File: config.mk
export PLATFORM = sky130hd
export DESIGN_NAME = memory_arbiter
export DESIGN_NICKNAME = d
export VERILOG_FILES = /design/src/rtl/memory_arbiter_pkg.sv /design/src/rtl/memory_arbiter_arb_grant.sv /design/src/rtl/memory_arbiter.sv
export SDC_FILE = /design/constraint.sdc
export NUM_CORES = 1
export LEC_CHECK = 0
export BUFFER_PORTS_ARGS = -buffer_cell sky130_fd_sc_hd__buf_2
export CAP_MARGIN = 0
export CORE_MARGIN = 2
export CORE_UTILIZATION = 47
export CTS_BUF_LIST = sky130_fd_sc_hd__clkbuf_2 sky130_fd_sc_hd__clkbuf_4 sky130_fd_sc_hd__clkbuf_8
export DETAILED_ROUTE_END_ITERATION = 6
export PLACE_DENSITY = 0.89
export SETUP_SLACK_MARGIN = 0.15
export SYNTH_ARGS = -nofsm -noshare
export SYNTH_HDL_FRONTEND = slang
export SYNTH_SLANG_ARGS = --single-unit
File: constraint.sdc
create_clock -name clk -period 4.8 [get_ports clk]
set_input_delay 0.24 -clock clk [delete_from_list [all_inputs] [get_ports clk]]
set_output_delay 0.24 -clock clk [all_outputs]
set_load 0.05 [all_outputs]
File: src/rtl/memory_arbiter_pkg.sv
// Shared types and constants for the memory arbiter and its grant logic.
package memory_arbiter_pkg;

  localparam int unsigned DEF_ADDR_W = 32;
  localparam int unsigned DEF_DATA_W = 32;

  typedef enum logic [1:0] {
    ST_IDLE   = 2'd0,
    ST_ACCESS = 2'd1,
    ST_RESP   = 2'd2
  } state_t;

  // Owner encoding doubles as the bit index into the one-hot grant vector.
  localparam logic OWN_FETCH = 1'b0;
  localparam logic OWN_DATA  = 1'b1;

endpackage

File: src/rtl/memory_arbiter_arb_grant.sv
// Combinational grant selection between fetch and load/store requesters.
// A lone request always wins; on a tie the requester named by i_favour wins.
module arb_grant
  import memory_arbiter_pkg::*;
(
  input  logic       i_fetch_req,
  input  logic       i_data_req,
  input  logic       i_favour,
  output logic [1:0] o_grant
);

  // One-hot grant: bit 0 = fetch, bit 1 = data
  always_comb begin
    o_grant = 2'b00;
    if (i_fetch_req && i_data_req) begin
      o_grant = (i_favour == OWN_DATA) ? 2'b10 : 2'b01;
    end else if (i_data_req) begin
      o_grant = 2'b10;
    end else if (i_fetch_req) begin
      o_grant = 2'b01;
    end
  end

endmodule

File: src/rtl/memory_arbiter.sv
// Single-port main memory arbiter for instruction fetch and load/store.
// One transaction at a time: accept in IDLE, hold address/control for MEM_LATENCY
// cycles in ACCESS, then a one-cycle response pulse in RESP.
// Optional: define MEMORY_ARBITER_ROUND_ROBIN_EN to alternate grants on ties;
// otherwise data always beats fetch.
module memory_arbiter
  import memory_arbiter_pkg::*;
#(
  parameter int unsigned ADDR_W      = DEF_ADDR_W,
  parameter int unsigned DATA_W      = DEF_DATA_W,
  parameter int unsigned MEM_LATENCY = 1
) (
  input  logic              clk,
  input  logic              reset,
  input  logic              fetchReq,
  input  logic [ADDR_W-1:0] fetchAddr,
  output logic              fetchReady,
  output logic              fetchRspValid,
  output logic [DATA_W-1:0] fetchRspData,
  input  logic              dataReq,
  input  logic              dataWe,
  input  logic [ADDR_W-1:0] dataAddr,
  input  logic [DATA_W-1:0] dataWdata,
  output logic              dataReady,
  output logic              dataRspValid,
  output logic [DATA_W-1:0] dataRspData,
  output logic [ADDR_W-1:0] memAddress,
  output logic              memReadEnable,
  output logic              memWriteEnable,
  output logic [DATA_W-1:0] memDataIn,
  input  logic [DATA_W-1:0] memDataOut,
  output logic              busy
);

  localparam int unsigned CNT_W = (MEM_LATENCY > 1) ? $clog2(MEM_LATENCY) : 1;
  localparam logic [CNT_W-1:0] CNT_INIT = CNT_W'(MEM_LATENCY - 1);

  state_t            r_state;
  logic [CNT_W-1:0]  r_cnt;
  logic              r_owner;
  logic              r_we;
  logic [ADDR_W-1:0] r_addr;
  logic [DATA_W-1:0] r_wdata;
  logic [DATA_W-1:0] r_fetch_rdata;
  logic [DATA_W-1:0] r_data_rdata;

  logic [1:0]        w_grant;
  logic              w_favour;
  logic              w_idle;
  logic              w_accept;
  logic              w_last;

  arb_grant u_arb_grant (
    .i_fetch_req (fetchReq),
    .i_data_req  (dataReq),
    .i_favour    (w_favour),
    .o_grant     (w_grant)
  );

`ifdef MEMORY_ARBITER_ROUND_ROBIN_EN
  logic r_rr_favour;

  // Favour whichever requester lost the most recent accept
  always_ff @(posedge clk or posedge reset) begin
    if (reset) begin
      r_rr_favour <= OWN_FETCH;
    end else if (w_accept) begin
      r_rr_favour <= ~w_grant[1];
    end
  end

  assign w_favour = r_rr_favour;
`else
  assign w_favour = OWN_DATA;
`endif

  // Ready is gated by reset so nothing looks accepted while reset is held
  assign w_idle     = (r_state == ST_IDLE) && !reset;
  assign fetchReady = w_idle && w_grant[0];
  assign dataReady  = w_idle && w_grant[1];
  assign w_accept   = fetchReady || dataReady;
  assign w_last     = (r_cnt == '0);

  // Transaction FSM: latch request on accept, count latency, capture read data
  always_ff @(posedge clk or posedge reset) begin
    if (reset) begin
      r_state       <= ST_IDLE;
      r_cnt         <= '0;
      r_owner       <= OWN_FETCH;
      r_we          <= 1'b0;
      r_addr        <= '0;
      r_wdata       <= '0;
      r_fetch_rdata <= '0;
      r_data_rdata  <= '0;
    end else begin
      unique case (r_state)
        ST_IDLE: begin
          if (w_accept) begin
            r_owner <= w_grant[1];
            r_addr  <= w_grant[1] ? dataAddr : fetchAddr;
            r_we    <= w_grant[1] && dataWe;
            if (w_grant[1]) begin
              r_wdata <= dataWdata;
            end
            r_cnt   <= CNT_INIT;
            r_state <= ST_ACCESS;
          end
        end
        ST_ACCESS: begin
          if (w_last) begin
            if (r_owner == OWN_DATA) begin
              r_data_rdata <= r_we ? '0 : memDataOut;
            end else begin
              r_fetch_rdata <= memDataOut;
            end
            r_state <= ST_RESP;
          end else begin
            r_cnt <= r_cnt - 1'b1;
          end
        end
        ST_RESP: begin
          r_state <= ST_IDLE;
        end
        default: begin
          r_state <= ST_IDLE;
        end
      endcase
    end
  end

  // Memory-side and response outputs decoded from registered state
  always_comb begin
    memAddress     = r_addr;
    memDataIn      = r_wdata;
    memReadEnable  = (r_state == ST_ACCESS) && !r_we;
    // Write only in the final ACCESS cycle so the memory sees exactly one write
    memWriteEnable = (r_state == ST_ACCESS) && r_we && w_last;
    fetchRspValid  = (r_state == ST_RESP) && (r_owner == OWN_FETCH);
    dataRspValid   = (r_state == ST_RESP) && (r_owner == OWN_DATA);
    fetchRspData   = r_fetch_rdata;
    dataRspData    = r_data_rdata;
    busy           = (r_state != ST_IDLE);
  end

endmodule

; Yosys cells after proc, flatten, opt, wreduce, memory -nomap -nowiden
; Index checks and enable logic that the tools add are counted.
[classes]
div = 0
n_mul = 0
n_bitwise = 2
muxes = 11
reduce_logical = 22
addsub = 1
magnitude_cmp = 0
shift = 0
n_eq_ne = 4
[ops]
columns = op, count
row1 = $mux W32, 2
row2 = $logic_and A1 B1 Y1, 10
row3 = $reduce_and A3 Y1, 3
row4 = $mux W2, 4
row5 = $reduce_and A2 Y1, 3
row6 = $ne A2 B2 Y1 const B, 2
row7 = $pmux W2 S2, 1
row8 = $reduce_bool A2 Y1, 2
row9 = $mux W1, 3
row10 = $eq A2 B1 Y1 const B, 1
row11 = $eq A2 B2 Y1 const B, 1
row12 = $logic_not A1 Y1, 2
row13 = $logic_not A2 Y1, 1
row14 = $not A1 Y1, 2
row15 = $pmux W1 S2, 1
row16 = $logic_or A1 B1 Y1, 1
row17 = $sub A1 B1 Y1 const B, 1
[totals]
regBits = 133
out_inout_bits = 135
mem_bits_rw = 0
memories = 0
in_bits = 133
latchBits = 0
word_cells = 48
mem_bits_ro = 0

; Logic depth before layout (Yosys ltp)
; Gate-level depths: netlist (run 1).
[logic_depth]
word_depth = 7
mapped_depth = 5

; Cells and area by module
; From an unflattened synthesis (run 1), not the netlist that was laid out.
[hier_totals]
hier_cells = 402
hier_area_um2 = 5413.9
[by_module_without_submodules]
columns = mod, n_inst, cells_each, seq_area_each_um2, area_per_inst_um2
row1 = memory_arbiter, 1, 399, 3303.2, 5395.2
row2 = arb_grant, 1, 3, 0.0, 18.8

; Worst setup path before layout (run 1)
; OpenSTA, ideal clock, no wires.
[synth_path]
path_type = register -> output
from = reg r_state[0]
to = out fetchRspValid
path_stages_with_launch = 2
required_ps = 4560
slack_ps = 2971
arrival_time_ps = 1589
cell_sequence = dfrtp_1 nor3b_1
[synth_via]
elab_chain_cells = 2
[synth_rtl]
columns = element, line_no
row1 = "start, declared", memory_arbiter.sv:38  ; state_t r_state;
row2 = "start signal, assigned", memory_arbiter.sv:87  ; r_state <= ST_IDLE;
row3 = "start signal, assigned", memory_arbiter.sv:106  ; r_state <= ST_ACCESS;
row4 = "start signal, assigned", memory_arbiter.sv:116  ; r_state <= ST_RESP;
row5 = $eq A2 B2 Y1, memory_arbiter.sv:138  ; fetchRspValid = (r_state == ST_RESP) && (r_owner == OWN_FETCH);
row6 = $logic_and A1 B1 Y1, memory_arbiter.sv:138
row7 = "end, declared", memory_arbiter.sv:18  ; output logic fetchRspValid,
; No other way between the ends.

; Worst setup path after layout (run 1)
[layout_path]
from = reg r_we
to = out memWriteEnable
[layout_via]
elab_chain_cells = 2
[layout_rtl]
columns = element, line_no
row1 = "start, declared", memory_arbiter.sv:41  ; logic r_we;
row2 = "start signal, assigned", memory_arbiter.sv:101  ; r_we <= w_grant[1] && dataWe;
row3 = $logic_and A1 B1 Y1 (2 in a row), memory_arbiter.sv:137  ; memWriteEnable = (r_state == ST_ACCESS) && r_we && w_last;
row4 = "end, declared", memory_arbiter.sv:29  ; output logic memWriteEnable,
; No other way between the ends.

==> flow_summary_export.csv, run 1 <==
group,metric,value,unit
worst_setup_path,arrival,2.10,ns
synth,avgSynthCellArea,13.5,µm²
placement,placed_area,6810,µm²
synth,ys_seq_area_frac,0.613,
power_and_ir_drop,power_density,724,nW/µm²
clock_tree,clock_latency,0.42,ns
cells_and_area,final_area,7220,µm²
global_route,overflow,0,
synth,async_reset_ff_frac,1.00,
cells_and_area,antenna_cells,0,
sta,fmax,428,MHz
sta,whs,0.00867,ns
worst_setup_path,r2r_cells,4,
floorplan,core,11300,µm²
worst_setup_path,r2r_start,"r_state[0]",
synth,syn-num-nets,531,
sta,setup_viol,0,
placement,dp_cells,789,
sta,post-route-period-util,0.487,
power_and_ir_drop,power_switching,2.56,mW
power_and_ir_drop,leakagePower,3.66,nW
synth,syn_area,5390,µm²
synth,yosysMostFrequentCell,"dfrtp_1",
sta,hold_viol,0,
drt,vias_per_cell,5.01,
min_path,hold_class,"input port to asynchronous set/reset pin",
sta,relSlewSlack,0.364,
synth,synth_warnings,0,
cells_and_area,fin_nets,799,
floorplan,num_rows,39,
power_and_ir_drop,switching_share,0.490,
run_status,status,"complete, no violations",
worst_setup_path,rr_endpoint,"memDataIn[29]",
clock_tree,clk_pin_slew,0.07,ns
drt,totalWireLength,12800,µm
power_and_ir_drop,internal_power,2.66,mW
clock_tree,clkSinkCount,132,
drt,drt_pre_antenna_iters,5,
synth,yosysUniqueCellTypes,23,
synth,synth-edff-count,0,
job,drv_cap,0,
placement,place_congestion,0.852,
drt,drc_errors,0,
clock_tree,cts_setup_buffers,0,
global_route,grt_pass1_wl,21300,µm
synth,synth_top_area_cell,"dfrtp_1",
floorplan,io_pins,268,
global_route,grt_pass1_vias,4418,
cells_and_area,drive_above_1_share,0.591,
synth,synth.area.top_cells,"dfrtp_1 (61%), mux2_2 (20%), mux2_1 (7.1%)",
sta,rsz0062_at_grt,"no",
synth,ys_ff_latch,132,
clock_tree,cts.path.max_buffers,2,
floorplan,die_h,111,µm
cells_and_area,syn_to_final_growth,33.9,%
worst_setup_path,r2r_slack,2.98,ns
sta,slew_violations,0,
worst_setup_path,startpoint_type,"flip-flop",
power_and_ir_drop,clkPwrFrac,0.181,
global_route,antenna_found_initial,0,
power_and_ir_drop,seqPwrFrac,0.334,
synth,netlist.area_leader.share,0.613,
clock_tree,clock-root-buffer,"clkbuf_8",
drt,routedWlPerCell,15.6,µm
worst_setup_path,endpoint_kind,"output pin",
sta,fin_worst_skew,0.00885,ns
power_and_ir_drop,combPwrFrac,0.485,
worst_setup_path,worstPathMaxFanout,34,
global_route,grt_usage,0.214,
synth,syn_inst,398,
drt,antenna_left,0,
clock_tree,numCtsBuffers,17,
synth,yosys-top-cells-count,"dfrtp_1 (132), mux2_2 (94), nand2_1 (65)",
worst_setup_path,required,4.56,ns
synth,ys.flop_type,"dfrtp_1",
placement,port_buffers,267,
clock_tree,htree_levels,4,
floorplan,die_w,111,µm
sta,worst_pin_slew,0.948,ns
worst_setup_path,worst-setup-path-type,"flip-flop to output pin",
clock_tree,cts_tree,"done",
power_and_ir_drop,ir_worst_vdd,0.510,mV
floorplan,initial_core_util,0.476,
drt,via_count,4105,
sta,tns,0,ns
placement,dp_hpwl,9490,µm
floorplan,dieArea,12300,µm²
drt,drtIter0Drc,226,
global_route,grt_max_degree,71,
sta,min_period,2.34,ns
cells_and_area,final_cell_count_no_fill,820,
## flip-flops by register name (all words and copies together) (netlist names)
register	count
r_owner	1
memDataIn	32
r_we	1
memAddress	32
dataRspData	32
fetchRspData	32
r_state	2
## worst max path at each step
stage / from / to / depth (start not counted)
final: r_we / memWriteEnable / 3
after global routing: r_we / memWriteEnable / 3
after CTS: r_we / memWriteEnable / 3
after detailed placement: dataReq / dataReady / 4
after global placement: dataReq / dataReady / 4
after floorplan: reset / dataRspData[0] / 1
## cell families (layout without fill, tap and decap cells)
| logic type | count (synthesis) | count (layout) | synth area share |
|---|---|---|---|
| AOI/OAI and AO/OA | 35 | 35 | 0.0341 |
| and+or+nand+nor | 76 | 76 | 0.0582 |
| buffers and inverters | 27 | 306 | 0.0278 |
| DFF | 132 | 132 | 0.613 |
| muxes | 128 | 128 | 0.267 |
## final cells by class
type | instances | area, µm²
inverters | 3 | 13.8
repair buffers | 273 | 1380
clock buffers | 21 | 270
flip-flops and latches | 132 | 3300
clock inverters | 9 | 131
multi-input cells | 239 | 1940
fillers | 847 | 4100
well taps | 143 | 179
## metrics by stage
step	utilization	power, mW	worst slack, ns
2_1_floorplan	-	3.67	1.03
3_5_place_dp	0.601	4.31	2.68
5_1_grt	0.638	5.46	2.25
3_3_place_gp	0.601	4.23	2.76
6_report	0.638	5.23	2.46
4_1_cts	0.637	5.26	2.43
## metal layers
metal	GRT usage	vias to the layer above	routed length, µm
met5	0	-	0
met4	0.112	0	446
met3	0.0558	42	903
met2	0.367	189	6590
met1	0.247	1974	4890
li1	-	1900	-
## repair_timing
item / CTS / global route
gates resized for setup: 0 / 0
hold buffers: 0 / 1
setup endpoints to repair: 0 / 0
endpoints found under the hold margin: 0 / 1
## placed cells by master, fill, tap and decap left out, types with 5 or more instances in the layout
| cell | n |
|---|---|
| mux2_2 | 94 |
| mux2_1 | 34 |
| buf_2 | 267 |
| nand2_1 | 65 |
| clkbuf_8 | 18 |
| o21ai_0 | 32 |
| dfrtp_1 | 132 |
| buf_4 | 5 |
## critical path, stage by stage (launching register included)
cell and delay (ns):
dfrtp_1 0.35, clkinv_1 0.74, nor2_1 0.29, buf_2 0.29
## power by group through the flow
| stage | combinational (mW) | sequential [mW] | clock [mW] |
|---|---|---|---|
| after global placement | 2.51 | 1.73 | 0 |
| after floorplan | 0.463 | 3.20 | 0 |
| after global routing | 2.64 | 1.80 | 1.02 |
| after detailed placement | 2.55 | 1.76 | 0 |
| after CTS | 2.55 | 1.74 | 0.966 |
| final | 2.54 | 1.74 | 0.946 |
No activity file was read; power rests on OpenSTA's default activity.
==> run 2, diff against run 1 <==
Settings changed: CORE_UTILIZATION 47 to 43, PLACE_DENSITY 0.89 to 0.86.
Clock period 4.8 ns to 2.15 ns, I/O delays scaled along.
==> flow_summary_export.csv, run 2 (synthesis gave the netlist of run 1 again) <==
group,metric,value,unit
drt,drc_errors,0,
floorplan,num_rows,40,
sta,fmax,532,MHz
sta,post-route-period-util,0.874,
drt,via_count,4483,
global_route,grt_util_met2,0.428,
cells_and_area,fin_nets,883,
floorplan,io_pins,268,
worst_setup_path,cp_slowest_cell,"dfrtp_1",
drt,vias_per_cell,4.82,
clock_tree,clk_pin_slew,0.08,ns
clock_tree,clock_latency,0.44,ns
drt,totalWireLength,15400,µm
worst_setup_path,required,2.04,ns
global_route,grt_pass1_wl,23400,µm
global_route,grt_max_degree,132,
global_route,antenna_found_initial,0,
cells_and_area,layout_common_cells,"buf_2 (266), dfrtp_1 (132), mux2_2 (94), dlygate4sd3_1 (81), nand2_1 (65)",
sta,rsz0062_at_grt,"no",
global_route,grt_pass1_vias,4882,
global_route,grt_util_met3,0.0748,
run_status,status,"complete, no violations",
drt,routedWlPerCell,16.5,µm
sta,hold_viol,0,
floorplan,die_h,116,µm
floorplan,core,12100,µm²
worst_setup_path,startpoint_type,"flip-flop",
placement,port_buffers,267,
cells_and_area,finalCoreUtilization,0.668,
floorplan,dieArea,13500,µm²
cells_and_area,final_cell_count_no_fill,930,
drt,drt_pre_antenna_iters,4,
power_and_ir_drop,leakagePower,4.01,nW
placement,dp_cells,817,
clock_tree,clkSinkCount,132,
worst_setup_path,worst-setup-path-type,"flip-flop to output pin",
cells_and_area,antenna_cells,0,
worst_setup_path,endpoint_kind,"output pin",
clock_tree,numCtsBuffers,17,
global_route,overflow,0,
global_route,grt_most_used_layer,"met2",
clock_tree,htree_levels,4,
clock_tree,cts_tree,"done",
global_route,grt_usage,0.230,
worst_setup_path,worstPathMaxFanout,17,
clock_tree,clock-root-buffer,"clkbuf_8",
clock_tree,cts.path.max_buffers,2,
cells_and_area,layout_commonest_cell,"buf_2",
sta,tns,0,ns
worst_setup_path,cpPeakStageDelay,0.44,ns
worst_setup_path,arrival,1.77,ns
cells_and_area,drive_above_1_share,0.533,
min_path,hold_class,"input port to flip-flop",
cells_and_area,syn_to_final_growth,50.0,%
sta,slew_violations,0,
sta,relSlewSlack,0.540,
sta,setup_viol,0,
floorplan,die_w,116,µm
floorplan,initial_core_util,0.445,
drt,antenna_left,0,
worst_setup_path,crit_chain,"nor3_2 -> and2_4 -> buf_12 -> buf_4",
power_and_ir_drop,ir_worst_vdd,0.697,mV
power_and_ir_drop,power_density,1430,nW/µm²
job,drv_cap,0,
global_route,met1_usage,0.236,
placement,dp_hpwl,9630,µm
clock_tree,cts_setup_buffers,0,
sta,worst_pin_slew,0.690,ns
drt,drtIter0Drc,282,
sta,fin_worst_skew,0.0165,ns
placement,place_congestion,0.781,
sta,min_period,1.88,ns
run 2: where the power goes:
part	internal (mW)	switching, mW	total, mW
Clock	0.881	0.932	1.81
Sequential	3.41	0.503	3.91
Combinational	1.47	4.41	5.88
Total	5.75	5.85	11.6
run 2: final timing paths:
check | from | endpoint | slack [ns] | depth (start not counted)
min | fetchAddr[21] | memAddress[21] | 0.02 | 3
max reg2reg | r_state[1] | fetchRspData[20] | 0.44 | 4
min in group asynchronous | reset | r_owner | 0.12 | 3
max in group asynchronous | reset | memDataIn[15] | 1.18 | 4
min reg2reg | dataRspData[0] | dataRspData[0] | 0.48 | 2
max | r_state[0] | dataReady | 0.27 | 4
run 2: cell type report:
cell class | count | area [µm²]
multi-input combinational | 239 | 1950
clock inverter | 9 | 57.6
sequential | 132 | 3300
fill | 876 | 4020
tap | 168 | 210
timing repair buffer | 357 | 2270
clock buffer | 22 | 284
inverter | 3 | 15.0
run 2: repair_timing:
action | 4_1_cts | 5_1_grt
hold buffers | 81 | 0
setup endpoints to repair | 1 | 1
hold endpoints to repair | 238 | 0
gates resized for setup | 1 | 1
cloned | 0 | 1
run 2: critical path, delay by kind of cell (launching register included):
kind | cells | cell delay [ns]
and+or+nand+nor | 2 | 0.49
buffers and inverters | 2 | 0.38
DFF | 1 | 0.44
run 2: metrics by stage:
| step | instance area (µm²) | hold slack (ns) | worst slack, ns | power (mW) |
|---|---|---|---|---|
| 6_report | 8090 | 0.0240 | 0.271 | 11.6 |
| 4_1_cts | 8060 | 0.000333 | 0.182 | 11.6 |
| 5_1_grt | 8090 | 0.0122 | 0.169 | 12.1 |
| 2_1_floorplan | 5400 | 0.232 | 0.405 | 8.19 |
| 3_5_place_dp | 6910 | 0.00960 | 0.474 | 9.65 |
| 3_3_place_gp | 6910 | 0.00605 | 0.562 | 9.48 |
run 2: metal layers:
layer | vias to the layer above | part of all wire
met5 | - | 0
met4 | 0 | 0.022
met3 | 35 | 0.070
met2 | 194 | 0.53
met1 | 2182 | 0.37
li1 | 2072 | -
==> run 3, diff against run 2 <==
Settings changed: ABC_AREA from default to 1, PLACE_DENSITY 0.86 to 0.85.
==> flow_summary_export.csv, run 3 <==
group,metric,value,unit
job,drv_cap,0,
placement,place_ws,0.445,ns
global_route,grt_max_degree,74,
placement,placed_area,7020,µm²
placement,place_congestion,0.803,
floorplan,num_rows,41,
clock_tree,clk_pin_slew,0.08,ns
power_and_ir_drop,combPwrFrac,0.476,
sta,worst_pin_slew,0.929,ns
sta,layout_setup_ws,0.262,ns
synth,synthSimpleGateAreaFrac,0.241,
power_and_ir_drop,internal_power,5.91,mW
floorplan,core,12700,µm²
power_and_ir_drop,ir_worst_vdd,0.635,mV
synth,synth_mux_area_frac,0,
synth,synth_warnings,0,
sta,hold_viol,0,
cells_and_area,final_cell_count_no_fill,1173,
min_path,hold_class,"input port to flip-flop",
synth,async_reset_ff_frac,1.00,
power_and_ir_drop,seqPwrFrac,0.326,
sta,tns,0,ns
drt,drtIter0Drc,542,
power_and_ir_drop,power_switching,5.99,mW
synth,avgSynthCellArea,8.65,µm²
synth,syn-num-nets,784,
synth,syn_inst,651,
sta,post-route-period-util,0.878,
synth,syn_area,5630,µm²
sta,fmax,530,MHz
global_route,grt_usage,0.264,
placement,port_buffers,267,
synth,ys.flop_type,"dfrtp_1",
placement,dp_cells,1057,
global_route,antenna_found_initial,0,
drt,drt_pre_antenna_iters,5,
cells_and_area,syn_to_final_growth,47.7,%
sta,fin_worst_skew,0.0156,ns
power_and_ir_drop,power_density,1430,nW/µm²
synth,yosysUniqueCellTypes,20,
synth,synth_top_family_by_area,"simple AND/OR/NAND/NOR gates",
sta,rsz0062_at_grt,"no",
sta,slew_violations,0,
cells_and_area,antenna_cells,0,
drt,drc_errors,0,
synth,synth_top_area_cell,"dfrtp_1",
global_route,grt_pass1_vias,5958,
cells_and_area,fin_nets,1121,
drt,vias_per_cell,4.99,
synth,ys_ff_latch,132,
worst_setup_path,worst-setup-path-type,"flip-flop to output pin",
cells_and_area,layout_commonest_cell,"nand2_1",
power_and_ir_drop,clkPwrFrac,0.198,
cells_and_area,drive_above_1_share,0.319,
clock_tree,numCtsBuffers,17,
synth,yosysMostFrequentCell,"nand2_1",
sta,setup_viol,0,
worst_setup_path,arrival,1.78,ns
floorplan,io_pins,268,
clock_tree,cts.path.max_buffers,2,
synth,synth_xor_area_frac,0,
sta,relSlewSlack,0.380,
synth,yosys-top-cells-count,"nand2_1 (293), dfrtp_1 (132), o21ai_1 (62)",
synth,netlist.area_leader.share,0.587,
clock_tree,cts_tree,"done",
clock_tree,clkSinkCount,132,
placement,dp_hpwl,10600,µm
power_and_ir_drop,leakagePower,4.72,nW
floorplan,dieArea,14000,µm²
synth,ys_seq_area_frac,0.587,
drt,via_count,5852,
worst_setup_path,required,2.04,ns
power_and_ir_drop,switching_share,0.503,
clock_tree,clock-root-buffer,"clkbuf_8",
global_route,grt_pass1_wl,29600,µm
worst_setup_path,endpoint_kind,"output pin",
clock_tree,htree_levels,4,
sta,min_period,1.89,ns
drt,routedWlPerCell,15.6,µm
clock_tree,cts_setup_buffers,0,
floorplan,die_h,118,µm
synth,synth.area.top_cells,"dfrtp_1 (59%), nand2_1 (20%), o21ai_1 (5.5%)",
global_route,overflow,0,
cells_and_area,final_area,8320,µm²
floorplan,initial_core_util,0.442,
synth,synth_fa_ha_area_frac,0,
synth,synth_compound_area_frac,0.100,
drt,antenna_left,0,
clock_tree,clock_latency,0.44,ns
run_status,status,"complete, no violations",
worst_setup_path,worstPathMaxFanout,34,
floorplan,die_w,118,µm
drt,totalWireLength,18200,µm
synth,synth-edff-count,0,
worst_setup_path,startpoint_type,"flip-flop",
cells_and_area,layout_common_cells,"nand2_1 (293), buf_2 (267), dfrtp_1 (132), dlygate4sd3_1 (84), o21ai_1 (62)",
run 3: cell count changes in the layout (fill, tap and decap cells not counted), moves of 3 or more:
cell and change:
nand2_1 +228, mux2_2 -94, o21ai_1 +62, inv_1 +37, mux2_1 -34, nand3_1 +33, o211ai_1 +32, o21ai_0 -30
bufinv_16 +4, clkinv_2 -4, inv_6 +4, dlygate4sd3_1 +3
run 3: layout make-up:
cell class	instances	area (µm²)
well taps	172	215
multi-input cells	435	1930
repair buffers	360	2260
inverters	42	166
fillers	1015	4410
flip-flops and latches	132	3300
clock buffers	19	249
clock inverters	13	196
run 3: metrics by stage:
step,utilization,total power [mW],hold WS [ns]
floorplan,-,7.94,0.217
global placement,0.552,9.19,0.301
detailed placement,0.552,9.30,0.305
CTS,0.653,11.8,0.00105
global route,0.654,12.4,0.0249
finish,0.654,11.9,0.0170
run 3: power groups by stage:
| stage | Sequential (mW) | Combinational (mW) | Clock, mW |
|---|---|---|---|
| after floorplan | 6.89 | 1.05 | 0 |
| after global placement | 3.83 | 5.35 | 0 |
| after detailed placement | 3.84 | 5.46 | 0 |
| after CTS | 3.82 | 5.58 | 2.37 |
| after global routing | 3.96 | 5.95 | 2.50 |
| final | 3.88 | 5.66 | 2.35 |
run 3: path summary, 6_finish.rpt:
kind                                from  slack (ns)              end  depth (start not counted)
setup / recovery              r_state[1]        0.26        dataReady                          4
max in group asynchronous          reset        0.97    memDataIn[29]                          4
setup reg to reg              r_state[1]        0.50   memAddress[23]                          5
min in group asynchronous          reset        0.54  dataRspData[13]                          4
hold reg to reg            memDataIn[10]        0.48    memDataIn[10]                          2
hold / removal               dataAddr[6]        0.02    memAddress[6]                          5
run 3: metal layers:
layer | vias up | part of all wire | GRT usage
met1 | 2728 | 0.40 | 0.317
li1 | 2739 | - | -
met3 | 43 | 0.084 | 0.0681
met5 | - | 0 | 0
met4 | 0 | 0.029 | 0.111
met2 | 342 | 0.49 | 0.449
run 3: cells by family after synthesis:
group / Yosys count
AO/OA/AOI/OAI: 97
buffers and inverters: 84
flip-flops: 132
AND/OR/NAND/NOR: 338
run 3: critical path, cell delays in order, from the launching register on:
cell     delay (ns)
dfrtp_1        0.47
nor2_2         0.18
nand3_2        0.13
inv_6          0.24
buf_2          0.32
run 3: what timing repair did:
action | CTS | global route
resized for setup | 0 | 2
hold buffers | 84 | 0
setup endpoints to repair | 0 | 2
hold endpoints to repair | 121 | 0
